===== src/rtl/uart_rx_if.sv =====
// UART receive bundle: serial line and frame config in, decoded word and
// status pulses out.
interface uart_rx_if #(
  parameter int DATA_WIDTH = 8,
  parameter int PRESCALE_W = 6
);
  logic                  rx_in;
  logic [PRESCALE_W-1:0] prescale;
  logic                  par_en;
  logic                  par_typ;
  logic [DATA_WIDTH-1:0] p_data;
  logic                  data_valid;
  logic                  par_err;
  logic                  stp_err;
  logic                  busy;

  modport master (
    output rx_in,
    output prescale,
    output par_en,
    output par_typ,
    input  p_data,
    input  data_valid,
    input  par_err,
    input  stp_err,
    input  busy
  );

  modport slave (
    input  rx_in,
    input  prescale,
    input  par_en,
    input  par_typ,
    output p_data,
    output data_valid,
    output par_err,
    output stp_err,
    output busy
  );
endinterface


===== src/rtl/uart_rx_ctrl.sv =====
// UART receiver: oversampled 3-way majority vote, LSB-first deserializer,
// optional parity and stop checks, one-cycle result pulses.
module uart_rx_ctrl #(
  parameter int DATA_WIDTH = 8,
  parameter int PRESCALE_W = 6
) (
  input logic     clk,
  input logic     rst,
  uart_rx_if.slave bus
);

  localparam int BW = (DATA_WIDTH > 1) ? $clog2(DATA_WIDTH) : 1;
  localparam logic [BW-1:0] LAST_BIT = BW'(DATA_WIDTH - 1);
  localparam logic [BW-1:0] BIT_ONE = BW'(1);
  localparam logic [PRESCALE_W-1:0] ONE = PRESCALE_W'(1);
  localparam logic [PRESCALE_W-1:0] TWO = PRESCALE_W'(2);

  typedef enum logic [2:0] {
    IDLE,
    START,
    DATA,
    PARITY,
    STOP
  } state_t;

  state_t state;

  logic [PRESCALE_W-1:0] p_lat;
  logic [PRESCALE_W-1:0] edge_cnt;
  logic [BW-1:0]         bit_cnt;
  logic [DATA_WIDTH-1:0] shreg;
  logic [DATA_WIDTH-1:0] p_data_q;
  logic [2:0]            smp;
  logic                  pe_lat;
  logic                  pt_lat;
  logic                  par_flag;
  logic                  bit_v;
  logic                  dv_q;
  logic                  pe_q;
  logic                  se_q;
  logic                  busy_q;

  logic [PRESCALE_W-1:0] half;
  logic [PRESCALE_W-1:0] s_lo;
  logic [PRESCALE_W-1:0] s_hi;
  logic [PRESCALE_W-1:0] s_dec;
  logic [PRESCALE_W-1:0] last;
  logic                  at_last;
  logic                  vote;
  logic                  exp_par;

  always_comb begin
    half    = {1'b0, p_lat[PRESCALE_W-1:1]};
    s_lo    = half - ONE;
    s_hi    = half + ONE;
    s_dec   = half + TWO;
    last    = p_lat - ONE;
    at_last = (edge_cnt == last);
    vote    = (smp[0] & smp[1]) |
              (smp[0] & smp[2]) |
              (smp[1] & smp[2]);
    exp_par = (^shreg) ^ pt_lat;
  end

  always_ff @(posedge clk) begin
    if (rst) begin
      state    <= IDLE;
      p_lat    <= '0;
      edge_cnt <= '0;
      bit_cnt  <= '0;
      shreg    <= '0;
      p_data_q <= '0;
      smp      <= '0;
      pe_lat   <= 1'b0;
      pt_lat   <= 1'b0;
      par_flag <= 1'b0;
      bit_v    <= 1'b0;
      dv_q     <= 1'b0;
      pe_q     <= 1'b0;
      se_q     <= 1'b0;
      busy_q   <= 1'b0;
    end else begin
      dv_q <= 1'b0;
      pe_q <= 1'b0;
      se_q <= 1'b0;

      // Bit-period timing and mid-bit sampling shared by all frame states
      if (state != IDLE) begin
        edge_cnt <= at_last ? '0 : edge_cnt + ONE;
        if (edge_cnt == s_lo) smp[0] <= bus.rx_in;
        if (edge_cnt == half) smp[1] <= bus.rx_in;
        if (edge_cnt == s_hi) smp[2] <= bus.rx_in;
        if (edge_cnt == s_dec) bit_v <= vote;
      end

      unique case (state)
        IDLE: begin
          if (!bus.rx_in) begin
            state    <= START;
            busy_q   <= 1'b1;
            edge_cnt <= '0;
            bit_cnt  <= '0;
            p_lat    <= bus.prescale;
            pe_lat   <= bus.par_en;
            pt_lat   <= bus.par_typ;
            par_flag <= 1'b0;
          end
        end
        START: begin
          if (at_last) begin
            if (bit_v) begin
              state  <= IDLE;
              busy_q <= 1'b0;
            end else begin
              state <= DATA;
            end
          end
        end
        DATA: begin
          if (at_last) begin
            shreg <= {bit_v, shreg[DATA_WIDTH-1:1]};
            if (bit_cnt == LAST_BIT) begin
              bit_cnt <= '0;
              state   <= pe_lat ? PARITY : STOP;
            end else begin
              bit_cnt <= bit_cnt + BIT_ONE;
            end
          end
        end
        PARITY: begin
          if (at_last) begin
            par_flag <= (bit_v != exp_par);
            state    <= STOP;
          end
        end
        STOP: begin
          if (at_last) begin
            state  <= IDLE;
            busy_q <= 1'b0;
            pe_q   <= par_flag;
            se_q   <= ~bit_v;
            if (!par_flag && bit_v) begin
              p_data_q <= shreg;
              dv_q     <= 1'b1;
            end
          end
        end
        default: begin
          state  <= IDLE;
          busy_q <= 1'b0;
        end
      endcase
    end
  end

  assign bus.p_data     = p_data_q;
  assign bus.data_valid = dv_q;
  assign bus.par_err    = pe_q;
  assign bus.stp_err    = se_q;
  assign bus.busy       = busy_q;

endmodule

===== src/flat_wrapper.sv =====
// flat-port wrapper written by rule: the top's interface ports become plain ports
module uart_rx_ctrl_flat 
#(
  parameter int DATA_WIDTH = 8,
  parameter int PRESCALE_W = 6
)
  (clk, rst, bus_rx_in, bus_prescale, bus_par_en, bus_par_typ, bus_p_data, bus_data_valid, bus_par_err, bus_stp_err, bus_busy);
  uart_rx_if #(.DATA_WIDTH(DATA_WIDTH), .PRESCALE_W(PRESCALE_W)) bus_i ();
  input logic clk;
  input logic rst;
  input wire logic [$bits(bus_i.rx_in)-1:0] bus_rx_in;
  input wire logic [$bits(bus_i.prescale)-1:0] bus_prescale;
  input wire logic [$bits(bus_i.par_en)-1:0] bus_par_en;
  input wire logic [$bits(bus_i.par_typ)-1:0] bus_par_typ;
  output wire logic [$bits(bus_i.p_data)-1:0] bus_p_data;
  output wire logic [$bits(bus_i.data_valid)-1:0] bus_data_valid;
  output wire logic [$bits(bus_i.par_err)-1:0] bus_par_err;
  output wire logic [$bits(bus_i.stp_err)-1:0] bus_stp_err;
  output wire logic [$bits(bus_i.busy)-1:0] bus_busy;
  assign bus_i.rx_in = bus_rx_in;
  assign bus_i.prescale = bus_prescale;
  assign bus_i.par_en = bus_par_en;
  assign bus_i.par_typ = bus_par_typ;
  assign bus_p_data = bus_i.p_data;
  assign bus_data_valid = bus_i.data_valid;
  assign bus_par_err = bus_i.par_err;
  assign bus_stp_err = bus_i.stp_err;
  assign bus_busy = bus_i.busy;
  uart_rx_ctrl #(.DATA_WIDTH(DATA_WIDTH), .PRESCALE_W(PRESCALE_W)) u_core (.clk(clk), .rst(rst), .bus(bus_i));
endmodule

===== config.mk =====
export PLATFORM = sky130hd
export DESIGN_NAME = uart_rx_ctrl_flat
export DESIGN_NICKNAME = d
export VERILOG_FILES = /design/src/rtl/uart_rx_if.sv /design/src/rtl/uart_rx_ctrl.sv /design/src/flat_wrapper.sv
export SDC_FILE = /design/constraint.sdc
export NUM_CORES = 1
export LEC_CHECK = 0
export CAP_MARGIN = 5
export CELL_PAD_IN_SITES_DETAIL_PLACEMENT = 0
export CELL_PAD_IN_SITES_GLOBAL_PLACEMENT = 1
export CORE_ASPECT_RATIO = 1.1
export CORE_UTILIZATION = 43
export CTS_CLUSTER_SIZE = 8
export DETAILED_ROUTE_END_ITERATION = 12
export PLACE_DENSITY = 0.83
export SETUP_SLACK_MARGIN = 0.02
export SLEW_MARGIN = 20
export SYNTH_ARGS = -nofsm -noshare
export SYNTH_HDL_FRONTEND = slang
export SYNTH_SLANG_ARGS = --single-unit

===== constraint.sdc =====
create_clock -name clk -period 3.05 [get_ports clk]
set_clock_uncertainty 0.1 [all_clocks]
set_input_delay 0.915 -clock clk [delete_from_list [all_inputs] [get_ports clk]]
set_output_delay 0.915 -clock clk [all_outputs]
set_load 0.05 [all_outputs]

### Yosys cells after proc, flatten, opt, wreduce, memory -nomap -nowiden

Cells that the tools add are included.

* reduce and logical (&&, ||, !) cells: 20
* add/sub/neg operators: 6
* equal/unequal tests: 18
* mux-type cells: 26
* bitwise operators: 11

Operators by type and width (number)
* two-way mux 3 bit: 10
* equality test 6 bit: 4
* two-way mux 6 bit: 4
* case mux 3 bit (5 select lines): 1
* != test 2 x 1 -> 1 bit (second input constant): 6
* AND reduction 2 bit: 6
* AND reduction 3 bit: 3
* XOR reduction 8 bit: 1
* two-way mux 1 bit: 7
* adder 5 x 1 -> 6 bit (second input constant): 1
* adder 5 x 2 -> 6 bit (second input constant): 1
* adder 6 x 1 -> 6 bit (second input constant): 1
* equality test 3 x 2 -> 1 bit (second input constant): 2
* equality test 3 bit (second input constant): 2
* equality test 6 x 5 -> 1 bit: 1
* case mux 3 bit (2 select lines): 1
* AND reduction 6 bit: 1
* subtractor 5 x 1 -> 6 bit (second input constant): 1
* subtractor 6 x 1 -> 6 bit (second input constant): 1
* inverter 1 bit: 5
* AND reduction 5 bit: 1
* case mux 1 bit (4 select lines): 1
* nonzero test 2 bit: 2
* adder 3 x 1 -> 3 bit (second input constant): 1
* 14 further kinds: 17

* register bits: 45
* word-level logic and storage cells: 98
* input port bits: 11

### Logic depth before layout (Yosys ltp)

* depth in word-level cells: 6
* depth in mapped cells: 10
* depth with buffers taken out: 8

### Least setup slack after synthesis

No wires, ideal clock.

* kind: input -> register
* start: in bus_rx_in
* end: reg u_core.edge_cnt[5]
* required time: 2831 ps
* stages on the path: 7
* data arrival time: 2313 ps
* path buffers: 2
* setup slack: 518 ps
* setup time: 119 ps
* cells stage by stage: clkbuf_1 nor4_2 nor2_1 clkbuf_1 and3_1 o21ai_0 nand2_1

* word-level cells in the longest chain between the ends: 2

Ends and longest elaborated chain
* start: declaration: line flat_wrapper.sv:11 `input wire logic [$bits(bus_i.rx_in)-1:0] bus_rx_in;`
* two-way mux 6 bit: line uart_rx_ctrl.sv:98 `if (!bus.rx_in) begin`
* two-way mux 6 bit: line uart_rx_ctrl.sv:96 `unique case (state)`
* end signal: assignment: line uart_rx_ctrl.sv:89 `edge_cnt <= at_last ? '0 : edge_cnt + ONE;`
* end: declaration: line uart_rx_ctrl.sv:29 `logic [PRESCALE_W-1:0] edge_cnt;`

No other way between the ends.
A chain may end at the register's enable or synchronous reset.

### Final worst setup path

* start: reg u_core.busy_q, in the netlist u_core.bus.busy
* end: out bus_busy

RTL lines
* start: declaration: line uart_rx_ctrl.sv:41 `logic busy_q;`
* start signal: assignment: line uart_rx_ctrl.sv:81 `busy_q <= 1'b0;`
* start signal: assignment: line uart_rx_ctrl.sv:100 `busy_q <= 1'b1;`
* start signal: assignment: line uart_rx_ctrl.sv:113 `busy_q <= 1'b0;`
* end: declaration: line flat_wrapper.sv:19 `output wire logic [$bits(bus_i.busy)-1:0] bus_busy;`

No word-level cell between the ends.

==> key figures <==
Yosys
  • Synth Instances: between 300 and 400
  • FFs w/ async S/R, synth: 0%
  • Post-synthesis mux area share: under 10%
  • Syn_nets: about 330
  • Mapped cell area: 2605 sq um
  • #FFs+latches synth: 45
  • Post-synth EDFFs: 0
  • Number of library cell types mapped by synthesis: 48
  • Synth Area in XOR/XNOR: 11.34%
  • Adder-cell share of the synthesized area: about 4.8%
  • Warnings from Yosys: 0
  • Syn avg cell area: 8.403 sq um
  • Main combinational cell family by area after synthesis: simple AND/OR/NAND/NOR gates
  • Synth Area in Compound Gates: 8.934%
  • Main synth FF type: dfxtp_1
  • Sequential cell area fraction in the yosys report: between 30% and 40%
  • Area share of and/or/nand/nor cells after synthesis: between 20% and 30%

Routing
  • Initial DRC Count: 77
  • DRC Markers: 0
  • Vias per cell: 5.249
  • DR pass1 iterations: 4
  • ANT nets after route: 0
  • Routed len/inst: about 14 um
  • WL final: between 5 and 6 mm
  • Via count: between 2,000 and 2,500

Global route
  • Vias in the first global route: ~2,100
  • Grt total ovfl: 0
  • Largest net degree at the start of global routing: 30
  • Initial antenna violation count: 0
  • First-pass GRT wire length: 9.735 mm
  • Total GRT Usage: 19.00%

Clock network
  • Resized cells post-CTS: 0
  • H-tree Lvls: 2
  • Clock latency on the worst-skew pair: 0.30 ns
  • Clock slew at reported path FFs: roughly 0.090 ns
  • Maximum root-to-sink buffer count: 2
  • Root Buffer: clkbuf_8
  • Post CTS Setup Buffer Count: 0
  • CTS Buf Count: 5
  • Num Clock Sinks: 45
  • CTS tree: yes
  • # hold bufs at CTS: 0

Setup path
  • Top delay family on crit path: buffers and inverters
  • Setup slack, reg-to-reg: between 0.5 and 0.6 ns
  • CP Class: flip-flop to output pin
  • CP Capture Type: output pin
  • Buf/Inv on CP: 1
  • Max incr delay on CP: about 0.8 ns
  • CP required: 2.03 ns
  • WP depth: 1
  • CP startpoint kind: flip-flop
  • R2R Path End: u_core.shreg[6]
  • Crit path DAT: 1.50 ns
  • Critical path peak fanout: 4
  • Worst path cell trace: clkdlybuf4s50_1
  • Cells on worst reg2reg path: 8
  • Reg-to-reg startpoint: u_core.p_lat[2]
  • Slowest CP cell: clkdlybuf4s50_1

Power
  • VDD IR max: 0.3542 mV
  • Cell Pwr Density: between 500 and 600 nW/um^2
  • Leakage: 0.001291 uW

Finish
  • Most frequent cells in the layout: nand2_1, dfxtp_1, nor2_1, mux2i_1, clkdlybuf4s50_1
  • Syn-to-layout area delta: 14.99%
  • Layout Nets: 348
  • Antenna Cells: 0
  • Area taken by multi-input logic gates: 1549 sq um
  • Reg area: ~900 sq um
  • Commonest non-fill, non-tap cell in the layout: nand2_1
  • Fill cells: around 560
  • Layout cells sized above 1: ~8.8%

Placed design
  • DP HPWL: slightly above 4 mm
  • GP Congestion: between 0.8 and 0.9
  • PortBufs: 22
  • Placement Setup Slack: around 0.36 ns

STA
  • RSZ-0062 raised after global routing: no
  • Final Cycle Share: between 80 and 90%
  • Setup violators final: 0
  • Worst Tran Pin Value: a little over 0.7 ns
  • Slew headroom: around half
  • Max-slew violations: 0
  • Final Worst Setup Slack: 0.5382 ns
  • Fmax: 0.3981 GHz
  • Hold Fails Final Rpt: 0
  • Post-route minimum period: 2.512 ns
  • Final TNS setup: 0 ns

Die
  • Rows: 29
  • Core area: 5806 sq um
  • Num ports: 23
  • Die X-Extent: about 76 um
  • Initial core utilization: 44.87%
  • Die height: between 80 and 90 um
  • Die area: 6373 sq um

Outcome
  • Outcome: finished clean

Job
  • Max_cap viols: 0

Min path
  • Worst Hold Class: flip-flop to flip-flop
  • Hold Crit Depth: 1
  • Worst Hold Launch: u_core.par_flag
  • Hold EP: u_core.bus.data_valid
-- synthesized netlist by cell type, types with 2 or more instances --
library cell,number,share of area (%)
o21ai_0,9,1.7
and3_1,5,1.2
ha_1,10,4.8
buf_6,3,1.3
xor2_1,12,4.0
nand4_1,3,0.72
nor3b_1,2,0.58
a311oi_1,2,0.67
dfxtp_1,45,35
or3_1,4,0.96
inv_1,11,1.6
nand2b_1,3,0.72
nand3_1,12,2.3
xnor2_2,2,1.2
mux2i_1,23,8.8
nor2b_1,4,0.96
nor4_1,5,1.2
xnor2_1,18,6.1
nand2_1,48,6.9
buf_2,6,1.2
a21oi_1,16,3.1
clkbuf_1,10,1.4
nor2_1,26,3.7
a21boi_0,2,0.58
nor3_1,6,1.2
-- report_power, final --
| part | switching (uW) | total, uW | internal [uW] |
|---|---|---|---|
| Clock | 210 | 477 | 267 |
| Combinational | 345 | 607 | 263 |
| Sequential | 78.3 | 708 | 630 |
| Total | 633 | 1790 | 1160 |
-- through the flow --
stage / cell area (sq um) / util, % / total power [uW] / instances / hold slack (ns)
2_1_floorplan: 2605 / - / 1186 / 310 / 0.3191
3_3_place_gp: 2875 / 49.53 / 1321 / 397 / 0.3501
3_5_place_dp: 2875 / 49.53 / 1327 / 397 / 0.3622
4_1_cts: 2995 / 51.59 / 1803 / 405 / 0.3758
5_1_grt: 2995 / 51.59 / 1915 / 405 / 0.3984
6_report: 2995 / 51.59 / 1792 / 405 / 0.3703
-- metal layers --
metal	track usage, %	wire length (um)	share of wire [%]
met4	7.517	104	1.9
met1	23.48	2550	46
met2	32.27	2721	49
met3	3.716	211	3.8
met5	0	0	0
-- state kept, by name (all words and copies together) (netlist names), 3 cells and up --
name and count:
u_core.state 3, u_core.edge_cnt 6, u_core.p_lat 6, u_core.shreg 8, u_core.bus.p_data 8, u_core.bit_cnt 3, u_core.smp 3
-- worst max-delay path by stage --
stage	startpoint	end	slack, ns
2_1_floorplan	bus_rx_in	u_core.edge_cnt[5]	0.52
3_3_place_gp	bus_rx_in	u_core.edge_cnt[3]	0.41
3_5_place_dp	bus_rx_in	u_core.edge_cnt[4]	0.36
4_1_cts	u_core.bus.busy	bus_busy	0.53
5_1_grt	u_core.p_lat[2]	u_core.shreg[6]	0.43
6_report	u_core.bus.busy	bus_busy	0.54
-- cell type report --
class | count | share of cell area [%]
clock buffer | 6 | 2.757
clock inverter | 2 | 1.253
inverter | 11 | 1.378
multi-input combinational | 233 | 51.71
sequential | 45 | 30.08
tap | 77 | 3.216
timing repair buffer | 31 | 9.607
-- cells by family (layout without fill, tap and decap cells) --
group,after synthesis,in the layout
adder cells (fa/ha/maj),10,10
XOR/XNOR,32,32
multiplexers,24,24
AO/OA/AOI/OAI,38,38
AND/OR/NAND/NOR,129,129
buffers and inverters,32,50
flip-flops,45,45
Note: power is estimated with default switching activity, not from simulation.
